**config.mk**
```make
export PLATFORM = sky130hd
export DESIGN_NAME = ram_port_arbiter_flat
export DESIGN_NICKNAME = d
export VERILOG_FILES = /design/src/rtl/ram_port_arbiter_pkg.sv /design/src/rtl/ram_port_arbiter_if.sv /design/src/rtl/ram_port_arbiter_rr_arb2.sv /design/src/rtl/ram_port_arbiter.sv /design/src/flat_wrapper.sv
export SDC_FILE = /design/constraint.sdc
export NUM_CORES = 1
export LEC_CHECK = 0
export CAP_MARGIN = 20
export CORE_MARGIN = 1.5
export CORE_UTILIZATION = 43
export DETAILED_ROUTE_END_ITERATION = 7
export PLACE_DENSITY_LB_ADDON = 0.25
export SYNTH_ARGS = -nofsm -noshare
export SYNTH_HDL_FRONTEND = slang
export SYNTH_HIERARCHICAL = 1
export SYNTH_SLANG_ARGS = --single-unit
```
**constraint.sdc**
```tcl
create_clock -name clk -period 2.5 [get_ports clk]
set_input_delay 0.625 -clock clk [delete_from_list [all_inputs] [get_ports clk]]
set_output_delay 0.625 -clock clk [all_outputs]
set_load 0.01 [all_outputs]
```
**src/rtl/ram_port_arbiter_pkg.sv**
```systemverilog
// Shared types for the two-port RAM arbiter: controller states, port ids
// and the read-tag entry carried through the RAM output pipeline.
package ram_arb_pkg;

  typedef enum logic {
    INIT,
    RUN
  } state_e;

  typedef logic port_id_t;

  typedef struct packed {
    logic     valid;
    port_id_t id;
  } tag_t;

  localparam int DEFAULT_RD_LATENCY = 2;

endpackage

```
**src/rtl/ram_port_arbiter_if.sv**
```systemverilog
// Requester-side bundle of the RAM arbiter: two request ports plus the shared
// read-return bus. master = requesters, slave = arbiter.
interface ram_port_arbiter_if #(
  parameter int MEM_WIDTH = 16,
  parameter int ADDR_SIZE = 10
);

  logic                 req0;
  logic                 req1;
  logic                 we0;
  logic                 we1;
  logic [ADDR_SIZE-1:0] addr0;
  logic [ADDR_SIZE-1:0] addr1;
  logic [MEM_WIDTH-1:0] wdata0;
  logic [MEM_WIDTH-1:0] wdata1;
  logic                 gnt0;
  logic                 gnt1;
  logic                 rvalid0;
  logic                 rvalid1;
  logic [MEM_WIDTH-1:0] rdata;
  logic                 rparity;
  logic                 init_done;

  modport master (
    output req0, req1, we0, we1, addr0, addr1, wdata0, wdata1,
    input  gnt0, gnt1, rvalid0, rvalid1, rdata, rparity, init_done
  );

  modport slave (
    input  req0, req1, we0, we1, addr0, addr1, wdata0, wdata1,
    output gnt0, gnt1, rvalid0, rvalid1, rdata, rparity, init_done
  );

endinterface

```
**src/rtl/ram_port_arbiter_rr_arb2.sv**
```systemverilog
// Two-way round-robin grant: combinational grant from the requests and a
// registered last-grant pointer that only moves when a grant is issued.
module rr_arb2 (
  input  logic clk,
  input  logic rst,
  input  logic en,
  input  logic req0,
  input  logic req1,
  output logic gnt0,
  output logic gnt1
);

  // 1 means port 1 was granted last; reset value lets port 0 win a tie.
  logic last_p1;

  always_comb begin
    gnt0 = 1'b0;
    gnt1 = 1'b0;
    if (en) begin
      if (req0 && req1) begin
        gnt0 = last_p1;
        gnt1 = ~last_p1;
      end else begin
        gnt0 = req0;
        gnt1 = req1;
      end
    end
  end

  always_ff @(posedge clk or posedge rst) begin
    if (rst) begin
      last_p1 <= 1'b1;
    end else if (gnt0) begin
      last_p1 <= 1'b0;
    end else if (gnt1) begin
      last_p1 <= 1'b1;
    end
  end

endmodule

```
**src/rtl/ram_port_arbiter.sv**
```systemverilog
// Round-robin sequencer for Single_sync_RAM with tagged read return.
// Define RAM_ARB_INIT_EN to zero the whole RAM after reset before serving requests.
module ram_port_arbiter
  import ram_arb_pkg::*;
#(
  parameter int MEM_WIDTH  = 16,
  parameter int ADDR_SIZE  = 10,
  parameter int MEM_DEPTH  = 1024,
  parameter int RD_LATENCY = DEFAULT_RD_LATENCY
) (
  input  logic                 clk,
  input  logic                 rst,
  ram_port_arbiter_if.slave    rif,
  output logic                 ram_blk_select,
  output logic                 ram_addr_en,
  output logic                 ram_dout_en,
  output logic                 ram_wr_en,
  output logic                 ram_rd_en,
  output logic [ADDR_SIZE-1:0] ram_addr,
  output logic [MEM_WIDTH-1:0] ram_din,
  input  logic [MEM_WIDTH-1:0] ram_dout,
  input  logic                 ram_parity
);

`ifdef RAM_ARB_INIT_EN
  localparam state_e RESET_STATE = INIT;
`else
  localparam state_e RESET_STATE = RUN;
`endif

  localparam logic [ADDR_SIZE-1:0] LAST_ADDR = ADDR_SIZE'(MEM_DEPTH - 1);

  state_e               state;
  logic [ADDR_SIZE-1:0] init_addr;
  logic                 init_done_q;
  logic                 gnt0;
  logic                 gnt1;
  port_id_t             cmd_id;
  tag_t                 tag_pipe [RD_LATENCY];
  tag_t                 tail;

  logic                 sel_we;
  logic [ADDR_SIZE-1:0] sel_addr;
  logic [MEM_WIDTH-1:0] sel_wdata;

  rr_arb2 u_rr_arb2 (
    .clk  (clk),
    .rst  (rst),
    .en   (init_done_q),
    .req0 (rif.req0),
    .req1 (rif.req1),
    .gnt0 (gnt0),
    .gnt1 (gnt1)
  );

  assign sel_we    = gnt1 ? rif.we1    : rif.we0;
  assign sel_addr  = gnt1 ? rif.addr1  : rif.addr0;
  assign sel_wdata = gnt1 ? rif.wdata1 : rif.wdata0;

  // init_done lags the RUN transition by one cycle so it rises after the last sweep write.
  always_ff @(posedge clk or posedge rst) begin
    if (rst) begin
      state          <= RESET_STATE;
      init_addr      <= '0;
      init_done_q    <= 1'b0;
      ram_blk_select <= 1'b0;
      ram_addr_en    <= 1'b0;
      ram_dout_en    <= 1'b0;
      ram_wr_en      <= 1'b0;
      ram_rd_en      <= 1'b0;
      ram_addr       <= '0;
      ram_din        <= '0;
      cmd_id         <= 1'b0;
    end else begin
      ram_blk_select <= 1'b1;
      ram_addr_en    <= 1'b1;
      ram_dout_en    <= 1'b1;
      init_done_q    <= (state == RUN);
      ram_wr_en      <= 1'b0;
      ram_rd_en      <= 1'b0;
      case (state)
        INIT: begin
          ram_wr_en <= 1'b1;
          ram_addr  <= init_addr;
          ram_din   <= '0;
          if (init_addr == LAST_ADDR) begin
            state <= RUN;
          end else begin
            init_addr <= init_addr + 1'b1;
          end
        end
        default: begin
          if (gnt0 || gnt1) begin
            ram_wr_en <= sel_we;
            ram_rd_en <= ~sel_we;
            ram_addr  <= sel_addr;
            ram_din   <= sel_wdata;
            cmd_id    <= gnt1;
          end
        end
      endcase
    end
  end

  // Tag enters alongside the read strobe; its tail lines up with ram_dout.
  always_ff @(posedge clk or posedge rst) begin
    if (rst) begin
      for (int i = 0; i < RD_LATENCY; i++) begin
        tag_pipe[i] <= '0;
      end
    end else begin
      tag_pipe[0] <= '{valid: ram_rd_en, id: cmd_id};
      for (int i = 1; i < RD_LATENCY; i++) begin
        tag_pipe[i] <= tag_pipe[i-1];
      end
    end
  end

  assign tail          = tag_pipe[RD_LATENCY-1];
  assign rif.gnt0      = gnt0;
  assign rif.gnt1      = gnt1;
  assign rif.rvalid0   = tail.valid & ~tail.id;
  assign rif.rvalid1   = tail.valid & tail.id;
  assign rif.rdata     = tail.valid ? ram_dout : '0;
  assign rif.rparity   = tail.valid & ram_parity;
  assign rif.init_done = init_done_q;

endmodule
```
**src/flat_wrapper.sv**
```systemverilog
// flat-port wrapper written by rule: the top's interface ports become plain ports
module ram_port_arbiter_flat import ram_arb_pkg::*;
#(
  parameter int MEM_WIDTH  = 16,
  parameter int ADDR_SIZE  = 10,
  parameter int MEM_DEPTH  = 1024,
  parameter int RD_LATENCY = DEFAULT_RD_LATENCY
)
  (clk, rst, ram_blk_select, ram_addr_en, ram_dout_en, ram_wr_en, ram_rd_en, ram_addr, ram_din, ram_dout, ram_parity, rif_req0, rif_req1, rif_we0, rif_we1, rif_addr0, rif_addr1, rif_wdata0, rif_wdata1, rif_gnt0, rif_gnt1, rif_rvalid0, rif_rvalid1, rif_rdata, rif_rparity, rif_init_done);
  ram_port_arbiter_if #(.MEM_WIDTH(MEM_WIDTH), .ADDR_SIZE(ADDR_SIZE)) rif_i ();
  input  logic clk;
  input  logic rst;
  output logic ram_blk_select;
  output logic ram_addr_en;
  output logic ram_dout_en;
  output logic ram_wr_en;
  output logic ram_rd_en;
  output logic [ADDR_SIZE-1:0] ram_addr;
  output logic [MEM_WIDTH-1:0] ram_din;
  input  logic [MEM_WIDTH-1:0] ram_dout;
  input  logic ram_parity;
  input wire logic [$bits(rif_i.req0)-1:0] rif_req0;
  input wire logic [$bits(rif_i.req1)-1:0] rif_req1;
  input wire logic [$bits(rif_i.we0)-1:0] rif_we0;
  input wire logic [$bits(rif_i.we1)-1:0] rif_we1;
  input wire logic [$bits(rif_i.addr0)-1:0] rif_addr0;
  input wire logic [$bits(rif_i.addr1)-1:0] rif_addr1;
  input wire logic [$bits(rif_i.wdata0)-1:0] rif_wdata0;
  input wire logic [$bits(rif_i.wdata1)-1:0] rif_wdata1;
  output wire logic [$bits(rif_i.gnt0)-1:0] rif_gnt0;
  output wire logic [$bits(rif_i.gnt1)-1:0] rif_gnt1;
  output wire logic [$bits(rif_i.rvalid0)-1:0] rif_rvalid0;
  output wire logic [$bits(rif_i.rvalid1)-1:0] rif_rvalid1;
  output wire logic [$bits(rif_i.rdata)-1:0] rif_rdata;
  output wire logic [$bits(rif_i.rparity)-1:0] rif_rparity;
  output wire logic [$bits(rif_i.init_done)-1:0] rif_init_done;
  assign rif_i.req0 = rif_req0;
  assign rif_i.req1 = rif_req1;
  assign rif_i.we0 = rif_we0;
  assign rif_i.we1 = rif_we1;
  assign rif_i.addr0 = rif_addr0;
  assign rif_i.addr1 = rif_addr1;
  assign rif_i.wdata0 = rif_wdata0;
  assign rif_i.wdata1 = rif_wdata1;
  assign rif_gnt0 = rif_i.gnt0;
  assign rif_gnt1 = rif_i.gnt1;
  assign rif_rvalid0 = rif_i.rvalid0;
  assign rif_rvalid1 = rif_i.rvalid1;
  assign rif_rdata = rif_i.rdata;
  assign rif_rparity = rif_i.rparity;
  assign rif_init_done = rif_i.init_done;
  ram_port_arbiter #(.MEM_WIDTH(MEM_WIDTH), .ADDR_SIZE(ADDR_SIZE), .MEM_DEPTH(MEM_DEPTH), .RD_LATENCY(RD_LATENCY)) u_core (.clk(clk), .rst(rst), .rif(rif_i), .ram_blk_select(ram_blk_select), .ram_addr_en(ram_addr_en), .ram_dout_en(ram_dout_en), .ram_wr_en(ram_wr_en), .ram_rd_en(ram_rd_en), .ram_addr(ram_addr), .ram_din(ram_din), .ram_dout(ram_dout), .ram_parity(ram_parity));
endmodule
```
== Yosys cells after proc, flatten, opt, wreduce, memory -nomap -nowiden ==
Index checks and enable logic that the tools add are counted.
Word-level totals
  input bits: 75
  register bits after elaboration: 47
  output and inout port bits: 53
Operators by class
  reductions and logical operators: 5
  bitwise logic cells: 8
  add/sub/neg operators: 1
  eq/ne operators: 2
  mux-type cells: 20
Operator list (number)
  2-to-1 mux 16 bit: 4
  2-to-1 mux 10 bit: 3
  2-to-1 mux 1 bit: 13
  adder 10 x 1 -> 10 bit, second input constant: 1
  equality test 10 bit, second input constant: 1
  inverter 1 bit: 5
  AND reduction 2 bit: 2
  AND 1 bit: 3
  != test 2 bit, second input constant: 1
  nonzero test 2 bit: 1
  logical AND 1 bit: 1
  logical OR 1 bit: 1

== Depth between registers and ports, before layout ==
Gate-level depths: netlist of the first run.
  depth after elaboration: 7
  gate-level depth with buffers: 7

== By module ==
The synthesis of the first run kept the hierarchy.
By module, submodules not included
  ram_port_arbiter: area each 2388.5 um2, sequential area each 1152.4 um2, times used 1, cells an instance 242
  rr_arb2: area each 66.3 um2, sequential area each 26.3 um2, times used 1, cells an instance 9

== Worst setup path after synthesis of the first run ==
No wires, ideal clock.
  kind: input to register
  start point: input rif_req1
  end point: register u_core.ram_addr[5]
  data required time: 2.375 ns
  path slack: 0.614 ns
  path buffers: 2
  cell stages on the path: 6
  setup time: 0.125 ns
  arrival: 1.761 ns
  cells stage by stage: nand2_1 > a21oi_1 > buf_2 > buf_2 > o21ai_0 > mux2_2
Between the ends
  cells in the longest elaborated chain, start to end: 6
  elaborated cells between the ends (all ways): 10
  those cells by class: 1 x eq/ne; 7 x mux; 2 x reduce/logical
RTL lines
  start: declaration: RTL line flat_wrapper.sv:23  | input wire logic [$bits(rif_i.req1)-1:0] rif_req1;
  logical AND 1 bit: RTL line ram_port_arbiter_rr_arb2.sv:20  | if (req0 && req1) begin
  2-to-1 mux 1 bit (*): RTL line ram_port_arbiter_rr_arb2.sv:20
  2-to-1 mux 1 bit (*): RTL line ram_port_arbiter_rr_arb2.sv:19  | if (en) begin
  via rif_gnt1: RTL line flat_wrapper.sv:31  | output wire logic [$bits(rif_i.gnt1)-1:0] rif_gnt1;
  2-to-1 mux 10 bit: RTL line ram_port_arbiter.sv:57  | assign sel_addr = gnt1 ? rif.addr1 : rif.addr0;
  2-to-1 mux 10 bit: RTL line ram_port_arbiter.sv:93  | if (gnt0 || gnt1) begin
  2-to-1 mux 10 bit: RTL line ram_port_arbiter.sv:81  | case (state)
  end signal: assignment: RTL line ram_port_arbiter.sv:84  | ram_addr <= init_addr;
  end signal: assignment: RTL line ram_port_arbiter.sv:96  | ram_addr <= sel_addr;
  end: declaration: RTL line ram_port_arbiter.sv:19  | output logic [ADDR_SIZE-1:0] ram_addr,
Mark *: on every way through the listed nets, which the timed path passes. The rest lies on a longest branch. The select of a mux whose other input is x is not followed.
A chain may end at the register's enable or synchronous reset.

== Final worst setup path of the first run ==
  start point: input ram_dout[6]
  end point: output rif_rdata[6]
Between the ends
  cells in the longest elaborated chain, start to end: 1
RTL lines
  start: declaration: RTL line flat_wrapper.sv:20  | input logic [MEM_WIDTH-1:0] ram_dout;
  2-to-1 mux 16 bit: RTL line ram_port_arbiter.sv:124  | assign rif.rdata = tail.valid ? ram_dout : '0;
  end: declaration: RTL line flat_wrapper.sv:34  | output wire logic [$bits(rif_i.rdata)-1:0] rif_rdata;
Every way passes these cells.

==> impl_metrics.csv, run 1 <==
group,metric,value,unit
grt,grt_max_degree,58,
worst_setup_path,cp.arrival,1.74,ns
finish,layout-drive-gt1-share,0.0796,
yosys,synth_top_area_frac,0.459,
placement,place_congestion,0.854,
yosys,ys_warn_count,6,
finish,synthToLayoutAreaGrowth,59.4,%
flow_run,maxCapViolCount,0,
timing,relSlewSlack,0.591,
run_status,outcome,"finished clean",
worst_setup_path,end_kind,"output pin",
power,finalPower,1.37,mW
route,drc,0,
placement,port_buffers,127,
clock_network,cts_buffer_depth,2,
yosys,async_reset_ff_frac,1.00,
die,io_pins,128,
worst_setup_path,startpoint_type,"primary input",
clock_network,holdBufCountCts,0,
die,rows,27,
worst_setup_path,worstSetupPathType,"primary input to output pin",
timing,tightest_slew,0.611,ns
route,routedWlPerCell,14.4,um
route,drt_iter0_markers,99,
grt,antenna_found_initial,0,
finish,fill_cells,428,
clock_network,cts_root_buffer,"clkbuf_8",
yosys,syn_area,0.00245,mm^2
timing,rsz0062_at_grt,"no",
grt,track_usage,0.216,
clock_network,postCtsSetupBuffers,0,
timing,fin_crit,2.37,ns
route,drtAntennaViolNets,0,
power,p_leak,1.60,nW
finish,final_util,0.711,
route,wirelength,6450,um
finish,fin_nets,452,
yosys,synth_edf_count,0,
clock_network,worstSkewPairLatency,0.30,ns
die,die_w,78.6,um
route,routed_via_density,5.10,
timing,fin_skew,0.00442,ns
min_path,min_path_type,"flop to flop",
finish,antenna_cells,0,
yosys,ys_ff_latch,47,
worst_setup_path,path_max_fanout,1,
grt,first_global_vias,2215,
die,coreArea,0.00551,mm^2
grt,grt_overflow,0,
power,ir_drop,0.268,mV
clock_network,tritoncts,"done",
yosys,netlist_instances,251,
yosys,synth.area.top_cells,"dfrtp_1, and2_1, mux2i_1, nand2_1, o21ai_0",
die,die_area,0.00617,mm^2
timing,fmax,422,MHz
die,die_h,78.6,um
route,vias,2288,
grt,grt_first_pass_wirelength,10400,um
yosys,seq_area_frac_synth,0.480,
yosys,synthTopCellsByCount,"dfrtp_1, nand2_1, and2_1",
yosys,syn_avg_cell_area,9.78,um^2
yosys,yosysUniqueCellTypes,36,
yosys,yosysMostFrequentCell,"dfrtp_1",
die,floorplan.initialDensity,0.446,
yosys,synth_area_leader_cell,"dfrtp_1",
clock_network,clk_pin_slew_worst_paths,0.08,ns
timing,min_period_over_period,0.948,
placement,dp_hpwl,4980,um
clock_network,cts_num_sinks,47,
placement,place_area,0.00382,mm^2
power,power_density,349,mW/mm^2
clock_network,cts_made_buffers,5,
worst_setup_path,crit_required,1.88,ns
clock_network,cts_resized,2,
clock_network,htreeDepth,2,
timing,setup_viol,0,
route,dr.pass1.iters,4,
timing,final-hold-violation-count,0,
yosys,synth_ff_type,"dfrtp_1",
yosys,syn_nets,327,
finish,design_area,0.00391,mm^2
timing,drv_slew,0,
kinds of logic (layout without fill, tap and decap cells):
kind of cell,after synthesis,after routing,synth area share
and+or+nand+nor,104,104,0.228
muxes,24,24,0.102
DFF,47,47,0.480
other,1,1,0.00153
buffers and inverters,21,147,0.0398
adders and majority gates,1,1,0.00510
xor gates and xnor gates,1,1,0.00357
AOI/OAI and AO/OA,52,52,0.140
sequential cells by signal (all words and copies together) (netlist names):
name,flops
u_core/ram_rd_en,1
u_core/rif.init_done,1
u_core/ram_din,16
u_core/tag_pipe,4
u_core/ram_addr,10
u_core/state,1
u_core/ram_dout_en,1
u_core/u_rr_arb2/last_p1,1
u_core/init_addr,10
u_core/ram_wr_en,1
u_core/cmd_id,1
stage by stage:
step / setup TNS (ns) / hold WS (ns) / instances / worst slack [ns]
after floorplan: 0 / 0.331 / 251 / 0.614
after global placement: 0 / 0.333 / 441 / 0.00178
after detailed placement: -0.177 / 0.337 / 441 / -0.0277
after CTS: 0 / 0.356 / 449 / 0.116
after global routing: 0 / 0.375 / 449 / 0.0832
final: 0 / 0.358 / 449 / 0.130
report_power, final:
part           switching (mW)  total, mW  internal [mW]
clock                   0.239      0.462          0.223
combinational          0.0347      0.145          0.110
sequential           0.000608      0.761          0.760
layout by cell type, fill, tap and decap left out, types with 4 or more instances in the layout:
| master | n |
|---|---|
| a221o_1 | 8 |
| o21ai_0 | 27 |
| mux2_2 | 4 |
| mux2i_1 | 19 |
| nand2_1 | 40 |
| buf_4 | 6 |
| a21oi_1 | 5 |
| and2_1 | 36 |
| clkbuf_8 | 6 |
| clkdlybuf4s50_1 | 125 |
| inv_1 | 4 |
| nor2b_1 | 10 |
| dfrtp_1 | 45 |
| a31oi_1 | 4 |
critical path: stages:
cell	delay, ns
clkdlybuf4s50_1	0.45
and2_1	0.11
clkdlybuf4s50_1	0.56
worst paths after layout:
| path | startpoint | to | slack, ns | cells past startpoint |
|---|---|---|---|---|
| worst min register to register | u_core/tag_pipe[2] | u_core/tag_pipe[0] | 0.36 | 0 |
| worst max register to register | u_core/u_rr_arb2/last_p1 | u_core/ram_addr[7] | 0.56 | 6 |
| worst max-delay path | ram_dout[6] | rif_rdata[6] | 0.13 | 3 |
| min in group asynchronous | rst | u_core/ram_din[4] | 0.69 | 2 |
| worst min-delay path | u_core/tag_pipe[2] | u_core/tag_pipe[0] | 0.36 | 0 |
| max in group asynchronous | rst | u_core/state | 1.25 | 3 |
per-layer routing:
layer	global-route usage	part of all wire
met1	0.248	0.40
met5	0	0
met3	0.0605	0.084
met4	0.0875	0.023
met2	0.377	0.50
area by class of cell:
cell class	count	area [um^2]	area share
Clock buffer	7	86.3	0.0221
Clock inverter	1	5.00	0.00128
Inverter	5	18.8	0.00480
Multi-Input combinational cell	183	1200	0.307
Sequential cell	47	1180	0.301
Tap cell	72	90.1	0.0230
Timing Repair Buffer	134	1330	0.341
Note: power is estimated with default switching activity, not from simulation.
==> run 2: changes to the inputs <==
--- a/config.mk
+++ b/config.mk
@@ -6,11 +6,9 @@
 export NUM_CORES = 1
 export LEC_CHECK = 0
 export CAP_MARGIN = 20
-export CORE_MARGIN = 1.5
 export CORE_UTILIZATION = 43
 export DETAILED_ROUTE_END_ITERATION = 7
 export PLACE_DENSITY_LB_ADDON = 0.25
 export SYNTH_ARGS = -nofsm -noshare
 export SYNTH_HDL_FRONTEND = slang
-export SYNTH_HIERARCHICAL = 1
 export SYNTH_SLANG_ARGS = --single-unit
==> impl_metrics.csv, run 2 <==
group,metric,value,unit
timing,fin_hold_ws,0.352,ns
yosys,syn_area,0.00247,mm^2
route,drtAntennaViolNets,0,
timing,setup_viol,0,
yosys,synth-simple-area-share,0.200,
worst_setup_path,path_cells,"clkdlybuf4s50_1, and2_1, clkdlybuf4s50_1",
yosys,synthAdderAreaFrac,0.00507,
route,vias,2425,
power,swShare,0.206,
min_path,hp-start,"u_core.tag_pipe[2]",
yosys,yosysUniqueCellTypes,43,
grt,grt_overflow,0,
worst_setup_path,end_kind,"output pin",
finish,layout-drive-gt1-share,0.0957,
power,power_density,377,mW/mm^2
timing,rsz0062_at_grt,"no",
placement,dp_hpwl,5040,um
timing,fin_crit,2.39,ns
timing,final-hold-violation-count,0,
min_path,whs_endpoint,"u_core.tag_pipe[0]",
yosys,async_reset_ff_frac,1.00,
yosys,muxShareOfSynthArea,0.0223,
power,pwr-share-seq,0.514,
die,floorplan.initialDensity,0.448,
power,p_leak,1.60,nW
route,dr.pass1.iters,4,
finish,largestRegisters,"u_core.ram_din (16), u_core.init_addr (10), u_core.ram_addr (10)",
clock_network,clk_pin_slew_worst_paths,0.08,ns
timing,fmax,419,MHz
finish,final_cell_mix,"clkdlybuf4s50_1, dfrtp_1, and2_1, nor2_1",
worst_setup_path,path_max_fanout,1,
worst_setup_path,startpoint_type,"primary input",
finish,antenna_cells,0,
worst_setup_path,slowest_delay,0.54,ns
route,routedWlPerCell,15.4,um
min_path,min_path_type,"flop to flop",
yosys,syn_avg_cell_area,9.87,um^2
worst_setup_path,crit_required,1.88,ns
flow_run,maxCapViolCount,0,
clock_network,cts_num_sinks,47,
worst_setup_path,r2r_cells,3,
worst_setup_path,critPathMostFrequentCell,"clkdlybuf4s50_1",
die,coreArea,0.00551,mm^2
timing,min_period_over_period,0.955,
yosys,ys_warn_count,0,
clock_network,cts_resized,2,
power,pwr-share-comb,0.120,
timing,fin_skew,0.00570,ns
min_path,holdPathStages,0,
worst_setup_path,worstSetupPathType,"primary input to output pin",
route,routed_via_density,5.41,
worst_setup_path,r2r_end,"u_core.ram_addr[2]",
grt,first_global_vias,2473,
worst_setup_path,slowest_stage,"clkdlybuf4s50_1",
grt,grt_max_degree,29,
die,die_area,0.00605,mm^2
grt,track_usage,0.246,
die,die_w,77.8,um
die,die_h,77.8,um
clock_network,worstSkewPairLatency,0.30,ns
yosys,synth_top_family_by_area,"compound AO/OA/AOI/OAI gates",
yosys,ys_ff_latch,47,
run_status,outcome,"finished clean",
yosys,syn_nets,326,
yosys,seq_area_frac_synth,0.478,
clock_network,tritoncts,"done",
clock_network,holdBufCountCts,0,
yosys,synth_ff_type,"dfrtp_1",
power,ir_drop,0.260,mV
worst_setup_path,cp.arrival,1.76,ns
finish,instances_no_fill,448,
worst_setup_path,r2r_slack,0.80,ns
clock_network,cts_root_buffer,"clkbuf_8",
yosys,yosysMostFrequentCell,"dfrtp_1",
finish,fin_nets,452,
placement,place_congestion,0.854,
route,drc,0,
power,finalPower,1.48,mW
yosys,synthTopCellsByCount,"dfrtp_1, and2_1, nor2_1",
placement,place_inst,441,
yosys,synth.area.top_cells,"dfrtp_1, and2_1, a211oi_1, o32ai_1, nand2b_1",
finish,fill_cells,417,
route,wirelength,6900,um
worst_setup_path,reg2reg_from,"u_core.state",
finish,synthToLayoutAreaGrowth,59.3,%
yosys,synth_top_area_frac,0.456,
clock_network,postCtsSetupBuffers,0,
die,rows,27,
yosys,synth_edf_count,0,
yosys,netlist_instances,250,
finish,final_common_cell,"clkdlybuf4s50_1",
power,p_clk_frac,0.367,
power,p_int,1.18,mW
yosys,synth_xor_area_frac,0.0106,
clock_network,cts_buffer_depth,2,
finish,regMostFlops,"u_core.ram_din",
clock_network,htreeDepth,2,
yosys,synth_compound_area_frac,0.222,
clock_network,cts_made_buffers,5,
timing,drv_slew,0,
grt,antenna_found_initial,0,
power,switchingPower,0.306,mW
finish,largest_reg_flops,16,
route,drt_iter0_markers,181,
placement,port_buffers,127,
grt,grt_first_pass_wirelength,11800,um
die,io_pins,128,
yosys,synth_area_leader_cell,"dfrtp_1",
-- run 2: cell type report --
| type | instances | area (um^2) | share of cell area |
|---|---|---|---|
| multi-input combinational | 175 | 1140 | 0.290 |
| tap | 72 | 90.1 | 0.0229 |
| sequential | 47 | 1180 | 0.300 |
| timing repair buffer | 141 | 1400 | 0.356 |
| clock inverter | 1 | 30.0 | 0.00764 |
| inverter | 6 | 22.5 | 0.00573 |
| clock buffer | 6 | 72.6 | 0.0185 |
-- run 2: power groups by stage --
stage | Clock [mW] | Sequential, mW | Combinational, mW
3_3_place_gp | 0 | 0.776 | 0.176
6_report | 0.543 | 0.761 | 0.177
4_1_cts | 0.550 | 0.761 | 0.179
3_5_place_dp | 0 | 0.776 | 0.178
2_1_floorplan | 0 | 0.777 | 0.0377
5_1_grt | 0.583 | 0.761 | 0.192
-- run 2: worst max path at each step --
stage,start,to,slack (ns),depth (start not counted)
after CTS,ram_dout[14],rif_rdata[14],0.1,3
final,ram_dout[14],rif_rdata[14],0.11,3
after global placement,rif_req1,rif_gnt1,-0.10,5
after global routing,ram_dout[0],rif_rdata[0],0.09,3
after detailed placement,rif_req1,rif_gnt1,-0.13,5
after floorplan,rif_req1,rif_gnt0,0.67,3
-- run 2: kinds of logic after synthesis --
kind of cell	Yosys count
DFF	47
other	1
muxes	4
xor gates and xnor gates	3
AOI/OAI and AO/OA	78
adders and majority gates	1
buffers and inverters	28
and+or+nand+nor	88
-- run 2: worst max-delay path: cells and delay by family --
kind          cells  cell delay [ns]
simple gates      1             0.12
buf+inv           2             1.02
-- run 2: through the flow --
step | util | setup slack, ns | cell area (um^2) | setup TNS (ns)
finish | 0.714 | 0.112 | 3930 | 0
global route | 0.714 | 0.0911 | 3930 | 0
CTS | 0.714 | 0.0995 | 3930 | 0
detailed placement | 0.696 | -0.127 | 3830 | -0.168
global placement | 0.696 | -0.103 | 3830 | -0.139
floorplan | - | 0.675 | 2470 | 0
-- run 2: metal layers --
metal | GRT usage | routed length (um)
met1 | 0.300 | 2730
met2 | 0.422 | 3460
met3 | 0.0718 | 604
met4 | 0.0679 | 104
met5 | 0 | 0
==> run 3: changes to the inputs <==
--- a/config.mk
+++ b/config.mk
@@ -6,9 +6,13 @@
 export NUM_CORES = 1
 export LEC_CHECK = 0
 export CAP_MARGIN = 20
-export CORE_UTILIZATION = 43
+export CELL_PAD_IN_SITES_DETAIL_PLACEMENT = 1
+export CELL_PAD_IN_SITES_GLOBAL_PLACEMENT = 1
+export CORE_UTILIZATION = 31
 export DETAILED_ROUTE_END_ITERATION = 7
 export PLACE_DENSITY_LB_ADDON = 0.25
+export SETUP_SLACK_MARGIN = 0.02
 export SYNTH_ARGS = -nofsm -noshare
 export SYNTH_HDL_FRONTEND = slang
+export SYNTH_HIERARCHICAL = 1
 export SYNTH_SLANG_ARGS = --single-unit
==> impl_metrics.csv, run 3 (synthesis results as in run 1) <==
group,metric,value,unit
run_status,outcome,"finished clean",
route,routed_via_density,4.73,
timing,tns,0,ns
placement,place_area,0.00386,mm^2
timing,rsz0062_at_grt,"no",
timing,tightest_slew,0.581,ns
clock_network,cts_num_sinks,47,
clock_network,tritoncts,"done",
die,floorplan.initialDensity,0.319,
die,coreArea,0.00769,mm^2
die,die_area,0.00828,mm^2
grt,grt_max_degree,58,
timing,fmax,421,MHz
worst_setup_path,end_kind,"output pin",
clock_network,clk_pin_slew_worst_paths,0.08,ns
timing,fin_skew,0.0106,ns
power,p_leak,1.62,nW
clock_network,cts_root_buffer,"clkbuf_8",
finish,largest_reg_flops,16,
placement,dp_hpwl,5730,um
worst_setup_path,r2r_slack,0.56,ns
clock_network,worstSkewPairLatency,0.30,ns
route,dr.pass1.iters,4,
finish,instances_no_fill,481,
timing,fin_hold_ws,0.369,ns
die,die_w,91.0,um
power,ir_drop,0.213,mV
timing,min_period_over_period,0.951,
finish,seq_area,0.00118,mm^2
finish,largestRegisters,"u_core/ram_din (16), u_core/init_addr (10), u_core/ram_addr (10)",
route,drt_iter0_markers,77,
power,finalPower,1.56,mW
route,drc,0,
placement,place_congestion,0.711,
route,drtAntennaViolNets,0,
finish,synthToLayoutAreaGrowth,62.7,%
grt,antenna_found_initial,0,
timing,setup_viol,0,
finish,design_area,0.00400,mm^2
finish,multi_input_area,0.00120,mm^2
finish,fill_cells,876,
die,io_pins,128,
finish,antenna_cells,0,
timing,final-hold-violation-count,0,
worst_setup_path,startpoint_type,"primary input",
clock_network,cts_buffer_depth,2,
grt,grt_overflow,0,
finish,layout-drive-gt1-share,0.0844,
die,die_h,91.0,um
worst_setup_path,crit_required,1.88,ns
route,routedWlPerCell,16.0,um
grt,grt_first_pass_wirelength,12600,um
placement,place_inst,473,
worst_setup_path,path_max_fanout,1,
route,wirelength,7710,um
finish,regMostFlops,"u_core/ram_din",
placement,port_buffers,127,
worst_setup_path,cp.arrival,1.75,ns
flow_run,maxCapViolCount,0,
finish,final_common_cell,"clkdlybuf4s50_1",
worst_setup_path,worstSetupPathType,"primary input to output pin",
timing,relSlewSlack,0.611,
timing,fin_crit,2.38,ns
clock_network,postCtsSetupBuffers,0,
clock_network,htreeDepth,2,
timing,drv_slew,0,
finish,fin_nets,454,
clock_network,cts_made_buffers,5,
die,rows,32,
finish,final_cell_mix,"clkdlybuf4s50_1, dfrtp_1, nand2_1, and2_1, o21ai_0",
grt,first_global_vias,2369,
grt,track_usage,0.192,
route,vias,2275,
min_path,min_path_type,"flop to flop",
power,power_density,391,mW/mm^2
-- run 3: cell count changes in the layout (fill, tap and decap cells not counted), moves of 16 or more --
cell	before	now
a211oi_1	16	0
and2_1	20	36
mux2i_1	1	19
nand2_1	4	40
o21ai_0	1	27
o21ai_1	16	0
-- run 3: path summary, 6_finish.rpt --
kind / from / end / cells after the start
max: ram_dout[11] / rif_rdata[11] / 3
min: u_core/tag_pipe[3] / u_core/tag_pipe[1] / 0
min in group asynchronous: rst / u_core/u_rr_arb2/last_p1 / 2
min reg2reg: u_core/tag_pipe[3] / u_core/tag_pipe[1] / 0
max in group asynchronous: rst / u_core/state / 3
max reg2reg: u_core/u_rr_arb2/last_p1 / u_core/ram_addr[5] / 6
-- run 3: critical path: stages --
cell and delay, ns:
clkdlybuf4s50_1 0.46, and2_1 0.13, clkdlybuf4s50_1 0.54
-- run 3: through the flow --
| step | util | worst slack, ns |
|---|---|---|
| global placement | 0.503 | -0.00929 |
| floorplan | - | 0.614 |
| global route | 0.520 | 0.0712 |
| finish | 0.520 | 0.122 |
| detailed placement | 0.503 | -0.0364 |
| CTS | 0.520 | 0.111 |
-- run 3: metal layers --
layer	up-vias	routed length [um]	global-route usage
met1	1091	3440	0.259
met5	-	0	0
met4	0	65	0.0357
met2	69	3830	0.320
met3	5	372	0.0419
li1	1110	-	-
-- run 3: timing repair --
action / in CTS / in global routing
endpoints found under the setup margin: 2 / 0
resized for setup: 2 / 0
hold buffers: 0 / 0
-- run 3: layout make-up --
type / count / area share
Clock buffer: 6 / 0.0182
Clock inverter: 2 / 0.0150
Inverter: 5 / 0.00470
Multi-Input combinational cell: 183 / 0.301
Sequential cell: 47 / 0.295
Tap cell: 102 / 0.0319
Timing Repair Buffer: 136 / 0.334
-- run 3: where the power goes --
part	switching (mW)	internal, mW	leakage [nW]	total, mW
clock network	0.253	0.400	0.0654	0.653
logic	0.0385	0.110	0.938	0.149
registers	0.000675	0.760	0.618	0.761
total	0.292	1.27	1.62	1.56
